`config.mk`:
```
export PLATFORM = sky130hd
export DESIGN_NAME = track_query_arbiter
export DESIGN_NICKNAME = d
export VERILOG_FILES = /design/src/rtl/track_query_arbiter.sv
export SDC_FILE = /design/constraint.sdc
export NUM_CORES = 1
export LEC_CHECK = 0
export ABC_AREA = 1
export CAP_MARGIN = 15
export CELL_PAD_IN_SITES_DETAIL_PLACEMENT = 0
export CELL_PAD_IN_SITES_GLOBAL_PLACEMENT = 2
export CORE_ASPECT_RATIO = 0.7
export CORE_MARGIN = 4
export CORE_UTILIZATION = 15
export DETAILED_ROUTE_END_ITERATION = 16
export HOLD_SLACK_MARGIN = 0.02
export PLACE_DENSITY_LB_ADDON = 0.1
export SETUP_SLACK_MARGIN = 0.02
export SKIP_LAST_GASP = 1
export SLEW_MARGIN = 20
export SYNTH_ARGS = -nofsm -noshare
export SYNTH_HDL_FRONTEND = slang
export SYNTH_SLANG_ARGS = --single-unit
```
`constraint.sdc`:
```
create_clock -name clk_in -period 1.3 [get_ports clk_in]
set_input_delay 0.13 -clock clk_in [delete_from_list [all_inputs] [get_ports clk_in]]
set_output_delay 0.13 -clock clk_in [all_outputs]
set_load 0.03 [all_outputs]
```
`src/rtl/track_query_arbiter.sv`:
```
// Shares the track/obstacle tile RAMs between the renderer and two physics requesters.
// Lookups are issued round-robin during blanking and returned after a fixed RAM latency.
module track_query_arbiter #(
  parameter int H_ACTIVE    = 1280,
  parameter int V_ACTIVE    = 720,
  parameter int RAM_LATENCY = 2
) (
  input  logic        clk_in,
  input  logic        rst_in,
  input  logic [10:0] hcount_in,
  input  logic [9:0]  vcount_in,
  input  logic        p_req_in,
  input  logic [10:0] p_x_in,
  input  logic [10:0] p_y_in,
  output logic        p_ready_out,
  output logic        p_valid_out,
  output logic [3:0]  p_tile_out,
  output logic [3:0]  p_obstacle_out,
  input  logic        o_req_in,
  input  logic [10:0] o_x_in,
  input  logic [10:0] o_y_in,
  output logic        o_ready_out,
  output logic        o_valid_out,
  output logic [3:0]  o_tile_out,
  output logic [3:0]  o_obstacle_out,
  output logic        map_sel_out,
  output logic [7:0]  map_addr_out,
  input  logic [3:0]  track_data_in,
  input  logic [3:0]  obstacle_data_in
);

  localparam int DEPTH = RAM_LATENCY + 1;

  logic             blank_s;
  logic             p_elig_s;
  logic             o_elig_s;
  logic             p_grant_s;
  logic             o_grant_s;
  logic             accept_s;

  logic             rr_q, rr_d;
  logic             p_out_q, p_out_d;
  logic             o_out_q, o_out_d;
  logic [DEPTH-1:0] pipe_v_q, pipe_v_d;
  logic [DEPTH-1:0] pipe_id_q, pipe_id_d;
  logic             p_valid_q, p_valid_d;
  logic             o_valid_q, o_valid_d;
  logic [3:0]       p_tile_q, p_tile_d;
  logic [3:0]       p_obst_q, p_obst_d;
  logic [3:0]       o_tile_q, o_tile_d;
  logic [3:0]       o_obst_q, o_obst_d;

  // Grant: rr_q = 0 favours the player on contention; reset suppresses grants.
  always_comb begin
    blank_s   = (hcount_in >= 11'(H_ACTIVE)) || (vcount_in >= 10'(V_ACTIVE));
    p_elig_s  = p_req_in && !p_out_q && blank_s && !rst_in;
    o_elig_s  = o_req_in && !o_out_q && blank_s && !rst_in;
    p_grant_s = 1'b0;
    o_grant_s = 1'b0;
    if (p_elig_s && o_elig_s) begin
      if (rr_q == 1'b0) begin
        p_grant_s = 1'b1;
      end else begin
        o_grant_s = 1'b1;
      end
    end else if (p_elig_s) begin
      p_grant_s = 1'b1;
    end else if (o_elig_s) begin
      o_grant_s = 1'b1;
    end else begin
      p_grant_s = 1'b0;
    end
    accept_s = p_grant_s || o_grant_s;
  end

  // Same-cycle address issue for the granted requester.
  always_comb begin
    p_ready_out  = p_grant_s;
    o_ready_out  = o_grant_s;
    map_sel_out  = accept_s;
    map_addr_out = 8'h00;
    if (p_grant_s) begin
      map_addr_out = {p_y_in[10:7], p_x_in[10:7]};
    end else if (o_grant_s) begin
      map_addr_out = {o_y_in[10:7], o_x_in[10:7]};
    end else begin
      map_addr_out = 8'h00;
    end
  end

  // Next state: pointer, outstanding flags, latency pipeline and result capture.
  always_comb begin
    rr_d      = rr_q;
    p_out_d   = p_out_q;
    o_out_d   = o_out_q;
    pipe_v_d  = {pipe_v_q[DEPTH-2:0], accept_s};
    pipe_id_d = {pipe_id_q[DEPTH-2:0], o_grant_s};
    if (p_grant_s) begin
      rr_d = 1'b1;
    end else if (o_grant_s) begin
      rr_d = 1'b0;
    end else begin
      rr_d = rr_q;
    end
    // The last pipeline stage coincides with the valid pulse, freeing the requester.
    if (p_grant_s) begin
      p_out_d = 1'b1;
    end else if (pipe_v_q[DEPTH-1] && !pipe_id_q[DEPTH-1]) begin
      p_out_d = 1'b0;
    end else begin
      p_out_d = p_out_q;
    end
    if (o_grant_s) begin
      o_out_d = 1'b1;
    end else if (pipe_v_q[DEPTH-1] && pipe_id_q[DEPTH-1]) begin
      o_out_d = 1'b0;
    end else begin
      o_out_d = o_out_q;
    end
    p_valid_d = pipe_v_q[DEPTH-2] && !pipe_id_q[DEPTH-2];
    o_valid_d = pipe_v_q[DEPTH-2] && pipe_id_q[DEPTH-2];
    if (p_valid_d) begin
      p_tile_d = track_data_in;
      p_obst_d = obstacle_data_in;
    end else begin
      p_tile_d = p_tile_q;
      p_obst_d = p_obst_q;
    end
    if (o_valid_d) begin
      o_tile_d = track_data_in;
      o_obst_d = obstacle_data_in;
    end else begin
      o_tile_d = o_tile_q;
      o_obst_d = o_obst_q;
    end
  end

  // State registers.
  always_ff @(posedge clk_in or posedge rst_in) begin
    if (rst_in) begin
      rr_q      <= 1'b0;
      p_out_q   <= 1'b0;
      o_out_q   <= 1'b0;
      pipe_v_q  <= '0;
      pipe_id_q <= '0;
      p_valid_q <= 1'b0;
      o_valid_q <= 1'b0;
      p_tile_q  <= 4'h0;
      p_obst_q  <= 4'h0;
      o_tile_q  <= 4'h0;
      o_obst_q  <= 4'h0;
    end else begin
      rr_q      <= rr_d;
      p_out_q   <= p_out_d;
      o_out_q   <= o_out_d;
      pipe_v_q  <= pipe_v_d;
      pipe_id_q <= pipe_id_d;
      p_valid_q <= p_valid_d;
      o_valid_q <= o_valid_d;
      p_tile_q  <= p_tile_d;
      p_obst_q  <= p_obst_d;
      o_tile_q  <= o_tile_d;
      o_obst_q  <= o_obst_d;
    end
  end

  assign p_valid_out    = p_valid_q;
  assign o_valid_out    = o_valid_q;
  assign p_tile_out     = p_tile_q;
  assign p_obstacle_out = p_obst_q;
  assign o_tile_out     = o_tile_q;
  assign o_obstacle_out = o_obst_q;

endmodule

```
---- Word level (Yosys, flattened, before mapping) ----
Cells that the tools add are included.
word-level totals
  output and inout port bits .............. 29
  word-level logic and storage cells ...... 49
  input bits .............................. 77
  register bits after elaboration ......... 27
operators by class
  mux-type cells .......................... 15
  reductions and logical operators ........ 21
  magnitude comparators ................... 2
operators by type and width
  cell                  count
  $mux 8                2
  $mux 1                13
  $ge 11x11->1 const B  1
  $logic_and 1x1->1     11
  $ge 10x10->1 const B  1
  $reduce_bool 2->1     3
  $logic_not 1->1       5
  $logic_or 1x1->1      2

---- Depth between registers and ports, before layout ----
  word-level depth ........................ 9
  depth in mapped cells ................... 7
  mapped depth without buffers ............ 7

---- Worst setup path after synthesis ----
OpenSTA, ideal clock, no wires.
  kind .................................... reg-to-reg
  start ................................... reg o_out_q
  end ..................................... reg pipe_v_q[0]
  setup slack ............................. 73 ps
  arrival time ............................ 1,023 ps
  path buffers ............................ 0
  required time ........................... 1,096 ps
  stages on the path, launching flop included .. 7
  library setup time ...................... 204 ps
  clock period less this slack ............ 1,227 ps
  cell sequence ........................... dfrtp_1 -> nor3b_2 -> nand2_1 -> nand2_1 -> inv_2 -> nand2_2 -> nand2_1
between the ends
  cells in the longest elaborated chain, start to end .. 8
  elaborated cells between the ends (all ways) .. 10
  those cells by class .................... 4 x mux; 6 x reduce/logical
ends and longest elaborated chain
  item                               RTL line  source
  from (decl)                        43        logic o_out_q, o_out_d;
  from (signal assigned)             155       o_out_q <= o_out_d;
  $logic_not 1->1 *                  57        o_elig_s = o_req_in && !o_out_q && blank_s && !rst_in;
  $logic_and 1x1->1 * (3 in series)  57
  $mux 1                             68        end else if (o_elig_s) begin
  $mux 1                             66        end else if (p_elig_s) begin
  $mux 1                             60        if (p_elig_s && o_elig_s) begin
  $logic_or 1x1->1 *                 73        accept_s = p_grant_s || o_grant_s;
  via map_sel_out                    26        output logic map_sel_out,
  to (signal assigned)               156       pipe_v_q <= pipe_v_d;
  to (decl)                          44        logic [DEPTH-1:0] pipe_v_q, pipe_v_d;
Mark *: on every way through the listed nets, which the timed path passes. The rest lies on a longest branch.
A chain may end at the register's enable or synchronous reset.

---- Worst setup path after layout ----
  start ................................... reg p_out_q
  end ..................................... out map_sel_out
between the ends
  cells in the longest elaborated chain, start to end .. 7
  elaborated cells between the ends (all ways) .. 10
  those cells by class .................... 4 x mux; 6 x reduce/logical
ends and longest elaborated chain
  item                                         RTL line  source
  from (decl)                                  42        logic p_out_q, p_out_d;
  from (signal assigned)                       154       p_out_q <= p_out_d;
  $logic_not 1->1 *                            56        p_elig_s = p_req_in && !p_out_q && blank_s && !rst_in;
  $logic_and 1x1->1 * (3 in series)            56
  $mux 1 or $logic_and 1x1->1 (tied branches)  66, 60
  $mux 1                                       60
  $logic_or 1x1->1 *                           73
  to (decl)                                    26
Every way passes the cells marked *; elsewhere a longest branch is shown, timed or not.

==> results.json <==
{
  "grt_pass1_wl_um": 6020,
  "layout_setup_ws_ns": -0.326,
  "nFillCells": 848,
  "gp_congestion": 0.665,
  "swShare": 0.348,
  "tightest_slew_ns": 0.312,
  "layout_min_cycle_time_ns": 1.63,
  "p_sw_mw": 0.985,
  "synth_xor_area_frac": 0,
  "grt_antenna_before_repair": 0,
  "power.total_mw": 2.83,
  "root_buffer": "clkbuf_16",
  "period_share": 1.25,
  "io_pins": 106,
  "synth_compound_area_frac": 0.0780,
  "start_util": 0.153,
  "wl_met1_um": 1630,
  "fin_skew_ns": 0.00252,
  "synthToLayoutAreaGrowth_pct": 81.3,
  "clock_sinks": 27,
  "holdWs_ns": 0.311,
  "clkPwrFrac": 0.243,
  "fin_nets": 287,
  "cts_buffers": 3,
  "rows": 27,
  "die_h_um": 82.9,
  "setup_violations": 11,
  "top_layer": "met4",
  "via_per_inst": 3.58,
  "cts_buffer_depth": 2,
  "fmax_ghz": 0.615,
  "wl_um": 3530,
  "syn_area_um2": 1200,
  "wl_met2_um": 1680,
  "syn-num-nets": 210,
  "routedWlPerCell_um": 11.4,
  "avgSynthCellArea_um2": 9.04,
  "maxSlewHeadroom": 0.793,
  "maxCapViolCount": 0,
  "ant_nets": 0,
  "grt_pass1_vias": 1224,
  "comb_power_share": 0.358,
  "leakage_nw": 1.06,
  "drive_above_1_share": 0.187,
  "endpoint_kind": "output port",
  "drtPass1Iterations": 4,
  "drc": 0,
  "yosysUniqueCellTypes": 18,
  "pwr_density_cell_nw_per_um2": 1300,
  "synth_top_family_by_area": "simple AND/OR/NAND/NOR gates",
  "io_buffers": 65,
  "timing.critical_path.required_ns": 1.17,
  "clk_pin_slew_ns": 0.07,
  "grt_setup_unrepaired": "true",
  "die_w_um": 115,
  "crit_type": "register to output port",
  "synth_mux_area_frac": 0,
  "dieArea_um2": 9540,
  "hold_buffers": 0,
  "min_path_type": "primary input to asynchronous set/reset pin",
  "ys_seq_elements": 27,
  "yosysWarnings": 0,
  "hold_viol": 0,
  "crit_arrival_ns": 1.50,
  "yosysSeqAreaShare": 0.562,
  "irDropWorstVdd_mv": 0.653,
  "core_um2": 7840,
  "wl_met3_um": 193,
  "n_antenna_cell": 0,
  "synth_cells": 133,
  "track_usage": 0.0770,
  "htreeDepth": 1,
  "tns_ns": -3.28,
  "intPower_mw": 1.85,
  "violations": "negative setup slack",
  "num_vias": 1109,
  "start_kind": "register",
  "clk_latency_ns": 0.26,
  "synth-simple-area-share": 0.262,
  "synth_fa_ha_area_frac": 0,
  "dp_hpwl_um": 2790,
  "cts_tree": "yes",
  "cp_max_fo": 9,
  "grt_max_degree": 28,
  "drt_iter0_drc": 42,
  "p_seq_frac": 0.398,
  "outcome": "complete, but fails checks",
  "grt-ovfl-total": 0,
  "drv_slew": 0
}
-- state kept, by name, summed over array words and instances (netlist names), 3 cells and up --
name / flops
p_tile_out: 4
pipe_v_q: 3
pipe_id_q: 3
o_obstacle_out: 4
p_obstacle_out: 4
o_tile_out: 4
-- Yosys cell counts --
cell type   n  share of area
buf_2       1         0.0042
nand3_2     1         0.0083
inv_2       1         0.0031
o21ai_0    15          0.062
o21ai_1     2         0.0083
inv_1      20          0.062
buf_4       1         0.0062
nand3_4     1          0.015
buf_6       1         0.0094
nor2_2      2          0.010
nand4_1     8          0.042
dfrtp_1    27           0.56
nor3b_2     2          0.021
nand2_2     2          0.010
nand2_1    38           0.12
o21ai_2     1         0.0073
buf_8       1          0.012
nand3_1     9          0.037
-- cell families after synthesis --
group           count (synthesis)
compound gates                 18
buf+inv                        25
flops                          27
simple gates                   63
-- metrics by stage --
stage	util	area (um^2)	worst slack [ns]	cells
floorplan	-	1200	0.0728	133
global placement	0.257	2020	-0.327	302
detailed placement	0.257	2020	-0.336	302
CTS	0.273	2140	-0.335	308
global route	0.278	2180	-0.426	310
finish	0.278	2180	-0.326	310
-- routing by layer --
metal / vias up / track usage
li1: 578 / -
met1: 506 / 0.101
met2: 23 / 0.122
met3: 2 / 0.0291
met4: 0 / 0.0128
met5: - / 0
-- timing repair --
action                                  CTS  global route
buffers inserted                          2             2
pin swaps                                 5             3
hold endpoints to repair                  0             0
endpoints found under the setup margin   30            17
gates resized for setup                  29             3
-- power groups by stage --
stage	clock [mW]	combinational [mW]	sequential [mW]
5_1_grt	0.765	1.11	1.15
3_5_place_dp	0	1.08	1.15
3_3_place_gp	0	1.08	1.15
4_1_cts	0.718	1.01	1.13
6_report	0.690	1.01	1.13
2_1_floorplan	0	0.288	1.41
-- final cells by class --
cell class                 instances  area [um^2]  area share
sequential                        27          676       0.310
clock buffer                       3         75.1      0.0344
tap                              101          126      0.0580
clock inverter                     1         5.00     0.00230
timing repair buffer              76          788       0.362
multi-input combinational         81          422       0.193
inverter                          21         87.6      0.0402
-- placed cells by master, fill, tap and decap left out, types with 6 or more instances in the layout --
cell type | Yosys | final
dfrtp_1 | 27 | 27
dlygate4sd2_1 | 0 | 18
nand3_1 | 9 | 8
buf_4 | 1 | 8
inv_1 | 20 | 18
buf_6 | 1 | 8
nand2_1 | 38 | 38
o21ai_0 | 15 | 15
clkdlybuf4s50_1 | 0 | 36
buf_12 | 0 | 6
nand4_1 | 8 | 8
-- path summary, 6_finish.rpt --
kind                                   startpoint                             to  slack, ns  cells past startpoint
min in group clk_in        pipe_id_q[0]$_DFF_PP0_         pipe_id_q[1]$_DFF_PP0_       0.35                      0
max reg2reg                   o_out_q$_DFFE_PP0P_          pipe_v_q[0]$_DFF_PP0_       0.02                      7
max                           p_out_q$_DFFE_PP0P_                    map_sel_out      -0.33                      6
max in group asynchronous                  rst_in  p_obstacle_out[0]$_DFFE_PP0P_       0.83                      3
min                                        rst_in            o_out_q$_DFFE_PP0P_       0.31                      3
min reg2reg                pipe_id_q[0]$_DFF_PP0_         pipe_id_q[1]$_DFF_PP0_       0.35                      0
-- worst max-delay path, stage by stage, from the launching register on --
cell	delay, ns
dfrtp_1	0.39
nor3b_2	0.24
nand2_1	0.13
inv_4	0.12
nand2_2	0.08
nand2_1	0.10
buf_4	0.17
Power figures use the tool's default switching activity.
